`src/rtl/fifo_read_arbiter.sv`:
```
// Round-robin read-port arbiter and burst sequencer for the async FIFO read domain.
// One consumer owns the port for a committed burst of req_len+1 words; read data is tagged to the owner.
module fifo_read_arbiter #(
   parameter int NREQ   = 4,
   parameter int BLEN_W = 4,
   parameter int DWIDTH = 8
) (
   input  logic                     r_clk,
   input  logic                     r_rst,
   input  logic [NREQ-1:0]          req,
   input  logic [NREQ*BLEN_W-1:0]   req_len,
   output logic [NREQ-1:0]          grant,
   output logic [NREQ-1:0]          done,
   input  logic                     fifo_empty,
   output logic                     fifo_r_en,
   input  logic [DWIDTH-1:0]        fifo_rdata,
   output logic [DWIDTH-1:0]        rdata,
   output logic [NREQ-1:0]          rdata_valid
);

   localparam int IDX_W = (NREQ > 1) ? $clog2(NREQ) : 1;

   typedef enum logic [1:0] {IDLE, BURST, LAST} state_t;

   state_t             state, state_nxt;
   logic [IDX_W-1:0]   last, owner, winner;
   logic               found;
   logic [BLEN_W-1:0]  remaining, win_len;

   function automatic logic [IDX_W-1:0] wrap_idx(input int v);
      return IDX_W'(v % NREQ);
   endfunction

   // Search starts just after the previous owner, so it ends up with lowest priority.
   always_comb begin
      found  = 1'b0;
      winner = '0;
      for (int k = 1; k <= NREQ; k++) begin
         if (!found && req[wrap_idx(int'(last) + k)]) begin
            found  = 1'b1;
            winner = wrap_idx(int'(last) + k);
         end
      end
   end

   always_comb begin
      win_len = '0;
      for (int i = 0; i < NREQ; i++) begin
         if (winner == IDX_W'(i)) win_len = req_len[i*BLEN_W +: BLEN_W];
      end
   end

   always_comb begin
      // NOTE: every output of this block gets a default first, so no path can infer a latch.
      state_nxt = state;
      fifo_r_en = 1'b0;
      done      = '0;
      case (state)
         IDLE: if (found) state_nxt = BURST;
         BURST: begin
            fifo_r_en = !fifo_empty && !r_rst;
            if (!fifo_empty && remaining == '0) state_nxt = LAST;
         end
         LAST: begin
            done      = grant;
            state_nxt = IDLE;
         end
         default: state_nxt = IDLE;
      endcase
   end

   // NOTE: all state is updated with non-blocking assignments so every register sees pre-edge values.
   always_ff @(posedge r_clk or posedge r_rst) begin
      if (r_rst) begin
         state       <= IDLE;
         grant       <= '0;
         last        <= IDX_W'(NREQ - 1);
         owner       <= '0;
         remaining   <= '0;
         rdata       <= '0;
         rdata_valid <= '0;
      end else begin
         state <= state_nxt;
         case (state)
            IDLE: if (found) begin
               grant     <= NREQ'(1) << winner;
               owner     <= winner;
               remaining <= win_len;
            end
            BURST: if (fifo_r_en && remaining != '0) remaining <= remaining - 1'b1;
            LAST: begin
               grant <= '0;
               last  <= owner;
            end
            default: ;
         endcase
         // Word read this cycle is captured on the closing edge and tagged to the owner.
         if (fifo_r_en) rdata <= fifo_rdata;
         rdata_valid <= fifo_r_en ? grant : '0;
      end
   end

endmodule

```
`config.mk`:
```
export PLATFORM = sky130hd
export DESIGN_NAME = fifo_read_arbiter
export DESIGN_NICKNAME = d
export VERILOG_FILES = /design/src/rtl/fifo_read_arbiter.sv
export SDC_FILE = /design/constraint.sdc
export NUM_CORES = 1
export LEC_CHECK = 0
export CAP_MARGIN = 20
export CORE_MARGIN = 4
export CORE_UTILIZATION = 35
export DETAILED_ROUTE_END_ITERATION = 8
export HOLD_SLACK_MARGIN = 0.15
export PLACE_DENSITY_LB_ADDON = 0.1
export SYNTH_ARGS = -nofsm -noshare
export SYNTH_HDL_FRONTEND = slang
export SYNTH_SLANG_ARGS = --single-unit
```
`constraint.sdc`:
```
create_clock -name r_clk -period 1.7 [get_ports r_clk]
set_input_delay 0.255 -clock r_clk [delete_from_list [all_inputs] [get_ports r_clk]]
set_output_delay 0.255 -clock r_clk [all_outputs]
set_load 0.02 [all_outputs]
```
==> Word level (Yosys, flattened, before mapping) <==
Cells that the tools add are included.
{ "totals": {"wordCells": 77, "inputBits": 31, "reg_bits": 26, "output_inout_bits": 21} }
{ "op_classes": {"n_reduce_logical": 21, "add_sub_neg": 5, "n_eq_ne": 8, "shift": 1, "n_lt_le_gt_ge": 4, "mux": 31} }
{ "ops": {"columns": ["op", "n"], "rows": [
  ["$mux 4", 9],
  ["$pmux 4 s2", 2],
  ["$lt 2x3->1 const B", 4],
  ["$mux 2", 6],
  ["$mux 1", 9],
  ["$bmux 1 s2", 4],
  ["$eq 2x2->1 const B", 3],
  ["$logic_and 1x1->1", 6],
  ["$ne 2x2->1 const B", 3],
  ["$reduce_and 2->1", 3],
  ["$logic_not 1->1", 5],
  ["$add 2x1->2 const B", 2],
  ["$add 2x2->2 const B", 2],
  ["$eq 2x1->1 const B", 2],
  ["$logic_not 2->1", 2],
  ["$logic_not 4->1", 1],
  ["$pmux 2 s2", 1],
  ["$reduce_bool 2->1", 2],
  ["$reduce_bool 4->1", 1],
  ["$shl 1x2->4 const A", 1],
  ["$sub 4x1->4 const B", 1],
  ["$reduce_and 3->1", 1]
]} }

==> Depth between registers and ports, before layout <==
Gate-level depths: netlist of run 1.
{ "depth": {"word_depth": 20, "mapped_depth": 7, "mapped_depth_nobuf": 7} }

==> Least setup slack after synthesis of run 1 <==
Ideal clock, no wire load.
{ "synth_timing": {"path_kind": "register to register", "startpoint": "reg remaining[0]", "endpoint": "reg remaining[1]", "stages_incl_launch_ff": 8, "path_buffers": 0, "required_time_ns": 1.564, "setup_ns": 0.136, "path_slack_ns": -0.034, "synth_period_minus_slack_ns": 1.734, "arrival_time_ns": 1.598, "cell_sequence": "dfrtp_1 > inv_1 > ha_1 > or3b_1 > and2_1 > or2_2 > mux2i_1 > a31oi_1"} }
{ "synth_between": {"elab_chain_len": 4, "elab_cells_between_ends": 7, "classes_between": "add/sub: 1; eq/ne: 1; mux: 2; reduce/logical: 3"} }
{ "synth_lines": {"columns": ["element", "line", "text"], "rows": [
  ["start: declaration", "28", "logic [BLEN_W-1:0] remaining, win_len;"],
  ["start signal: assignment", "88", "remaining <= win_len;"],
  ["start signal: assignment", "90", "BURST: if (fifo_r_en && remaining != '0) remaining <= remaining - 1'b1;"],
  ["branches (longest 4 deep; another with $sub 4x1->4)", null, null]
]} }
Parallel ways; which one is timed is not known. The select of a mux whose other input is x is not followed.
A chain may end at the register's enable or synchronous reset.

==> Final worst setup path of run 1 <==
{ "layout_timing": {"startpoint": "reg remaining[1]", "endpoint": "reg remaining[1]"} }
The elaborated chain is that of the path after synthesis.

==> qor_table.md, run 1 <==
| Metric | Reported |
| --- | --- |
| Total internal power | 0.00196 W |
| Post-Syn Area | 1410 sq um |
| Iteration count of the initial detailed-routing pass | 4 |
| Fin crit share | 101% |
| Worst setup skew after layout | 0.00324 ns |
| Placer Congestion | 0.808 |
| Number of antenna repair diodes | 0 |
| Antenna violations before repair | 0 |
| Count of warnings emitted by yosys | 0 |
| Measured slew at the worst slew-check pin | 0.461 ns |
| Worst Reg-to-Reg Cells | 7 |
| Power density of the placed cells | 1260 nW/um^2 |
| Cell variety after synth | 46 |
| Max Fclk | 0.580 GHz |
| Leakage | 1.04 nW |
| Class of the tightest hold or removal check | primary input to asynchronous set/reset pin |
| Top Ports | 52 |
| Unrepaired setup endpoints after global routing | yes |
| Fraction of registers with async set or reset after synthesis | 100% |
| Area grow syn2layout | 70.3% |
| Number of enable flip-flop cells after synthesis | 0 |
| Starting density of the core | 37.4% |
| Sequential cell fraction of total power | 32.6% |
| Core area | 3770 sq um |
| Count of input and output buffers | 51 |
| Finished Cell Area | 2400 sq um |
| Slew HR | 69.1% |
| Later-pin clock latency in the skew report | 0.27 ns |
| DR vias | 1392 |
| Data arrival time of the critical path | 1.91 ns |
| Number of nets still failing antenna checks after routing | 0 |
| Post-route setup slack | -0.0232 ns |
| # Max-Cap Violations | 0 |
| Net switching power | 0.00106 W |
| Flop and latch count out of synthesis | 26 |
| Result of the run | finished, violations left |
| Top post-synthesis cells by count | sky130_fd_sc_hd__dfrtp_1 (24), sky130_fd_sc_hd__and2_1 (9), sky130_fd_sc_hd__nor2_1 (8), sky130_fd_sc_hd__inv_1 (7), sky130_fd_sc_hd__nand2_1 (7) |
| Setup crit end kind | register |
| Largest net degree at the start of global routing | 18 |
| Filler cell count in the final layout | 287 |
| Most used DFF post-synth | sky130_fd_sc_hd__dfrtp_1 |
| Dominant cells by area after synthesis | sky130_fd_sc_hd__dfrtp_1 (43%), sky130_fd_sc_hd__and2_1 (4.0%), sky130_fd_sc_hd__dfstp_2 (3.7%), sky130_fd_sc_hd__mux2_1 (3.2%), sky130_fd_sc_hd__mux2_2 (3.2%) |
| Final hold violation count | 0 |
| Root buffer selected by CTS | sky130_fd_sc_hd__clkbuf_8 |
| Area after DPL | 2170 sq um |
| Crit start category | register |
| Cts bufs inserted | 3 |
| Drc violations | 0 |
| Worst setup slack before clock tree synthesis | -0.384 ns |
| Power share of the combinational group | 50.3% |
| Max Slew Vio Count | 0 |
| Die Span Y | 71.5 microns |
| TritonCTS sink count | 26 |
| Worst Path Class, Setup | register to register |
| DIE WIDTH | 71.5 microns |
| Post-Route Utilization | 63.7% |
| Placement row count | 22 |
| Starting DRT DRC Count | 42 |
| H-tree levels | 1 |
| Min Clock Period, post-route | 1.72 ns |
| Synth Area per Inst | 10.4 sq um |
| Clock tree from TritonCTS | done |
| Detailed placement HPWL | 3230 microns |
| Crit path required time | 1.89 ns |
| GR Util All Layers | 16.5% |
| Worst vdd rail ir drop | 617 uV |
| Vias per Instance | 5.21 |
| Die Outline Area | 5110 sq um |
| Average routed wire per standard cell | 15.9 microns |
| Fraction of power spent switching nets | 35.1% |
| Fraction of final layout cells with drive strength greater than 1 | 35.2% |
| CP max FO | 2 |
| Most frequent cell after synthesis | sky130_fd_sc_hd__dfrtp_1 |
| Failing checks | negative setup slack |
| Proportion of power drawn by the clock network | 17.2% |
| Share of the synthesized area in the top cell type | 42.6% |
| Final WL | 4240 microns |
| Count of endpoints failing setup in the final report | 1 |
| Mapped Nets | 168 |
| Clock slew at the register clock pins of the worst setup and hold paths | 0.10 ns |
| Number of buffers on the longest clock path | 2 |
| Leading area contributor after synthesis | sky130_fd_sc_hd__dfrtp_1 |
| Total grt overflow | 0 |
| Sequential fraction of the synthesis area | 46.3% |
| Wire length of the first global-routing pass | 6720 microns |
| Net count, final | 252 |
| Synthesized instance count | 136 |
| Vias in the first global route | 1410 |
==> cells by family (layout without fill, tap and decap cells) <==
| group | Yosys count | count (layout) | share of synthesized area, % |
|---|---|---|---|
| AOI/OAI and AO/OA | 36 | 36 | 20.1 |
| adders and majority gates | 1 | 1 | 0.886 |
| buffers and inverters | 10 | 93 | 2.84 |
| DFF | 26 | 26 | 46.3 |
| muxes | 9 | 9 | 7.09 |
| and+or+nand+nor | 54 | 54 | 22.8 |
==> area by class of cell <==
class                           instances  area (sq um)  share of cell area [%]
Multi-Input combinational cell        100           868                    36.1
Tap cell                               48          60.1                    2.50
Timing Repair Buffer                   82           724                    30.1
Clock buffer                            3          41.3                    1.72
Sequential cell                        26           653                    27.2
Clock inverter                          1          30.0                    1.25
Inverter                                7          26.3                    1.09
==> final timing paths <==
check                                   from           end  slack (ns)
worst max register to register  remaining[1]  remaining[1]       -0.02
min in group r_clk                  rdata[2]      rdata[2]        0.50
worst min register to register      rdata[2]      rdata[2]        0.50
worst min-delay path                   r_rst      rdata[5]        0.49
max in group asynchronous              r_rst       last[0]        0.90
worst max-delay path            remaining[1]  remaining[1]       -0.02
==> critical path, stage by stage, from the launching register on <==
cell	delay (ns)
sky130_fd_sc_hd__dfrtp_1	0.39
sky130_fd_sc_hd__inv_1	0.06
sky130_fd_sc_hd__ha_2	0.18
sky130_fd_sc_hd__or3b_4	0.38
sky130_fd_sc_hd__and2_4	0.15
sky130_fd_sc_hd__or2_4	0.23
sky130_fd_sc_hd__mux2i_1	0.11
sky130_fd_sc_hd__a31oi_1	0.15
==> cell usage in the layout, fill, tap and decap left out, types with 3 or more instances in the layout <==
master	instances
sky130_fd_sc_hd__o21ai_0	5
sky130_fd_sc_hd__buf_4	30
sky130_fd_sc_hd__inv_1	5
sky130_fd_sc_hd__dfrtp_1	24
sky130_fd_sc_hd__nand3_1	6
sky130_fd_sc_hd__and2_1	8
sky130_fd_sc_hd__mux2_1	4
sky130_fd_sc_hd__nand2_1	7
sky130_fd_sc_hd__nand2b_1	4
sky130_fd_sc_hd__nor2_1	8
sky130_fd_sc_hd__mux2_2	4
sky130_fd_sc_hd__clkbuf_2	5
sky130_fd_sc_hd__clkdlybuf4s50_1	42
sky130_fd_sc_hd__clkbuf_8	3
==> layer usage <==
layer | share of wire [%] | routed length (microns) | track usage, %
met5 | 0 | 0 | 0
met4 | 0.90 | 38 | 2.92
met3 | 3.8 | 162 | 2.95
met2 | 54 | 2270 | 30.3
met1 | 42 | 1760 | 20.4
==> power groups by stage <==
stage               Combinational (W)  Clock (W)  Sequential, W
detailed placement            0.00135          0       0.000994
global route                  0.00164   0.000559        0.00101
global placement              0.00132          0       0.000979
finish                        0.00152   0.000518       0.000985
CTS                           0.00139   0.000529       0.000984
floorplan                    0.000550          0        0.00112
==> metrics by stage <==
stage	std cells	total power (W)	TNS (ns)	hold WS, ns
CTS	263	0.00290	-0.0230	0.482
floorplan	136	0.00167	0	0.294
detailed placement	258	0.00235	-3.70	0.460
global route	267	0.00320	-0.196	0.528
finish	267	0.00302	-0.0232	0.490
global placement	258	0.00230	-2.59	0.456
==> flip-flops by register name, indices dropped and copies added, names as in the netlist <==
register     flops
state            2
rdata_valid      4
owner            2
rdata            8
remaining        4
last             2
grant            4
==> what timing repair did <==
item | in CTS | in global routing
setup buffers | 1 | 4
pin swaps | 2 | 10
gates resized for setup | 17 | 29
endpoints found under the setup margin | 11 | 10
hold buffers | 0 | 0
hold endpoints to repair | 0 | 0
(Power assumes the default switching activity.)
==> run 2: changes to the inputs <==
--- a/config.mk
+++ b/config.mk
@@ -6,8 +6,10 @@
 export NUM_CORES = 1
 export LEC_CHECK = 0
 export CAP_MARGIN = 20
+export CELL_PAD_IN_SITES_DETAIL_PLACEMENT = 2
+export CELL_PAD_IN_SITES_GLOBAL_PLACEMENT = 2
 export CORE_MARGIN = 4
-export CORE_UTILIZATION = 35
+export CORE_UTILIZATION = 24
 export DETAILED_ROUTE_END_ITERATION = 8
 export HOLD_SLACK_MARGIN = 0.15
 export PLACE_DENSITY_LB_ADDON = 0.1
==> run 2 against run 1 <==
The flow still finishes with violations (negative setup slack); sequential share of layout area fell by 1.2 points; global-route usage shrank 1.3 points; final area rose by 4.7%; cell count up 12%; largest cell class unchanged.
==> qor_table.md, run 2 (synthesis results as in run 1) <==
| Metric | Reported |
| --- | --- |
| Antenna violations before repair | 0 |
| Total of hold buffers inserted after clock tree synthesis | 0 |
| H-tree levels | 1 |
| Vias per Instance | 4.91 |
| Top Ports | 52 |
| Vias in the first global route | 1704 |
| Final Instance Count excl. Fillers | 299 |
| Count of endpoints failing setup in the final report | 2 |
| Post-route setup slack | -0.0547 ns |
| Average routed wire per standard cell | 18.3 microns |
| Net count, final | 260 |
| Worst Path Class, Setup | register to register |
| Fin crit share | 103% |
| Starting density of the core | 25.2% |
| Placed cell count | 283 |
| Iteration count of the initial detailed-routing pass | 3 |
| Drc violations | 0 |
| Class of the tightest hold or removal check | register to register |
| Placer Congestion | 0.826 |
| GR Util All Layers | 15.3% |
| Wire length of the first global-routing pass | 8790 microns |
| Unrepaired setup endpoints after global routing | yes |
| Crit path required time | 1.86 ns |
| Clock tree from TritonCTS | done |
| Clock slew at the register clock pins of the worst setup and hold paths | 0.10 ns |
| Number of antenna repair diodes | 0 |
| Final WL | 5460 microns |
| Crit start category | register |
| Setup crit end kind | register |
| Data arrival time of the critical path | 1.92 ns |
| Largest net degree at the start of global routing | 15 |
| Die Span Y | 84.7 microns |
| Total grt overflow | 0 |
| Worst vdd rail ir drop | 487 uV |
| Most frequent cells in the layout | sky130_fd_sc_hd__clkdlybuf4s50_1 (42), sky130_fd_sc_hd__buf_4 (36), sky130_fd_sc_hd__dfrtp_1 (24), sky130_fd_sc_hd__nor2_1 (8), sky130_fd_sc_hd__and2_1 (8) |
| Later-pin clock latency in the skew report | 0.27 ns |
| Slowest-stage cell, CP | sky130_fd_sc_hd__dfrtp_1 |
| DIE WIDTH | 84.7 microns |
| Count of input and output buffers | 51 |
| CP max FO | 2 |
| Cts bufs inserted | 3 |
| Final total negative setup slack | -0.0548 ns |
| Detailed placement HPWL | 4030 microns |
| Number of nets still failing antenna checks after routing | 0 |
| Filler cell count in the final layout | 609 |
| Starting DRT DRC Count | 50 |
| Critical path buffer and inverter count | 1 |
| Most common cell after layout, fill and taps aside | sky130_fd_sc_hd__clkdlybuf4s50_1 |
| Number of buffers on the longest clock path | 2 |
| # Max-Cap Violations | 0 |
| Core area | 5610 sq um |
| Max Fclk | 0.570 GHz |
| Placement row count | 27 |
| Fraction of final layout cells with drive strength greater than 1 | 39.2% |
| Area grow syn2layout | 78.3% |
| Delay contributed by the slowest stage of the critical path | 0.39 ns |
| Measured slew at the worst slew-check pin | 0.496 ns |
| Largest register FFs | 8 |
| DR vias | 1469 |
| Final hold violation count | 0 |
| Die Outline Area | 7170 sq um |
| Largest register by flop count | rdata |
| Min Clock Period, post-route | 1.75 ns |
| Root buffer selected by CTS | sky130_fd_sc_hd__clkbuf_8 |
| Failing checks | negative setup slack |
| Result of the run | finished, violations left |
| Leakage | 1.08 nW |
| Family with the most delay on the worst path | simple AND/OR/NAND/NOR gates |
| Worst setup skew after layout | 0.00596 ns |
| Power density of the placed cells | 1200 nW/um^2 |
| Max Slew Vio Count | 0 |
| Cells along the critical path | inv_1, ha_2, or3b_4, and2_4, or2_4, mux2i_2, a31oi_1 |
| TritonCTS sink count | 26 |
| Slew HR | 66.8% |
-- run 2: cell types whose count changed in the layout (fill, tap and decap cells not counted), sizes merged --
cell    change
buf        +10
bufinv      -1
clkbuf      -1
-- run 2: worst register-to-register path, cell delays in order, from the launching register on --
cell and delay [ns]:
sky130_fd_sc_hd__dfrtp_1 0.39, sky130_fd_sc_hd__inv_1 0.07, sky130_fd_sc_hd__ha_2 0.17, sky130_fd_sc_hd__or3b_4 0.38
sky130_fd_sc_hd__and2_4 0.15, sky130_fd_sc_hd__or2_4 0.23, sky130_fd_sc_hd__mux2i_2 0.20, sky130_fd_sc_hd__a31oi_1 0.06
-- run 2: stage by stage --
stage               setup WS [ns]  utilization, %  total power (W)  hold WS [ns]  instance area, sq um
floorplan                  0.0151               -          0.00167         0.294                  1420
global placement           -0.327            39.4          0.00232         0.454                  2210
detailed placement         -0.449            39.4          0.00238         0.473                  2210
CTS                       -0.0643            43.0          0.00291         0.495                  2410
global route               -0.132            44.9          0.00324         0.528                  2520
finish                    -0.0547            44.9          0.00303         0.483                  2520
-- run 2: timing repair --
action,in CTS,in global routing
endpoints found under the setup margin,12,16
buffers inserted,7,7
resized for setup,31,21
pin swaps,4,12
-- run 2: worst paths after layout --
| path | from | end | slack, ns | depth (start not counted) |
|---|---|---|---|---|
| hold reg to reg | owner[1] | last[1] | 0.48 | 2 |
| hold / removal | owner[1] | last[1] | 0.48 | 2 |
| min in group asynchronous | r_rst | rdata[6] | 0.54 | 4 |
| setup / recovery | remaining[0] | remaining[1] | -0.05 | 7 |
| setup reg to reg | remaining[0] | remaining[1] | -0.05 | 7 |
| max in group asynchronous | r_rst | last[1] | 0.88 | 4 |
-- run 2: area by class of cell --
| type | instances | area, sq um | share of cell area [%] |
|---|---|---|---|
| Timing Repair Buffer | 90 | 801 | 31.8 |
| Clock buffer | 4 | 55.1 | 2.19 |
| Multi-Input combinational cell | 100 | 891 | 35.4 |
| Sequential cell | 26 | 653 | 26.0 |
| Inverter | 7 | 26.3 | 1.04 |
| Tap cell | 72 | 90.1 | 3.58 |
-- run 2: where the power goes --
part / switching [W] / internal (W)
clock: 0.000208 / 0.000207
combinational: 0.000759 / 0.000861
sequential: 0.000157 / 0.000833
total: 0.00112 / 0.00190
-- run 2: metal layers --
metal / up-vias / GRT usage [%] / part of all wire, % / routed length, microns
met5: - / 0 / 0 / 0
met4: 0 / 4.17 / 0.86 / 47
met3: 4 / 2.06 / 3.8 / 205
met2: 45 / 28.8 / 54 / 2930
met1: 733 / 17.9 / 42 / 2270
li1: 687 / - / - / -
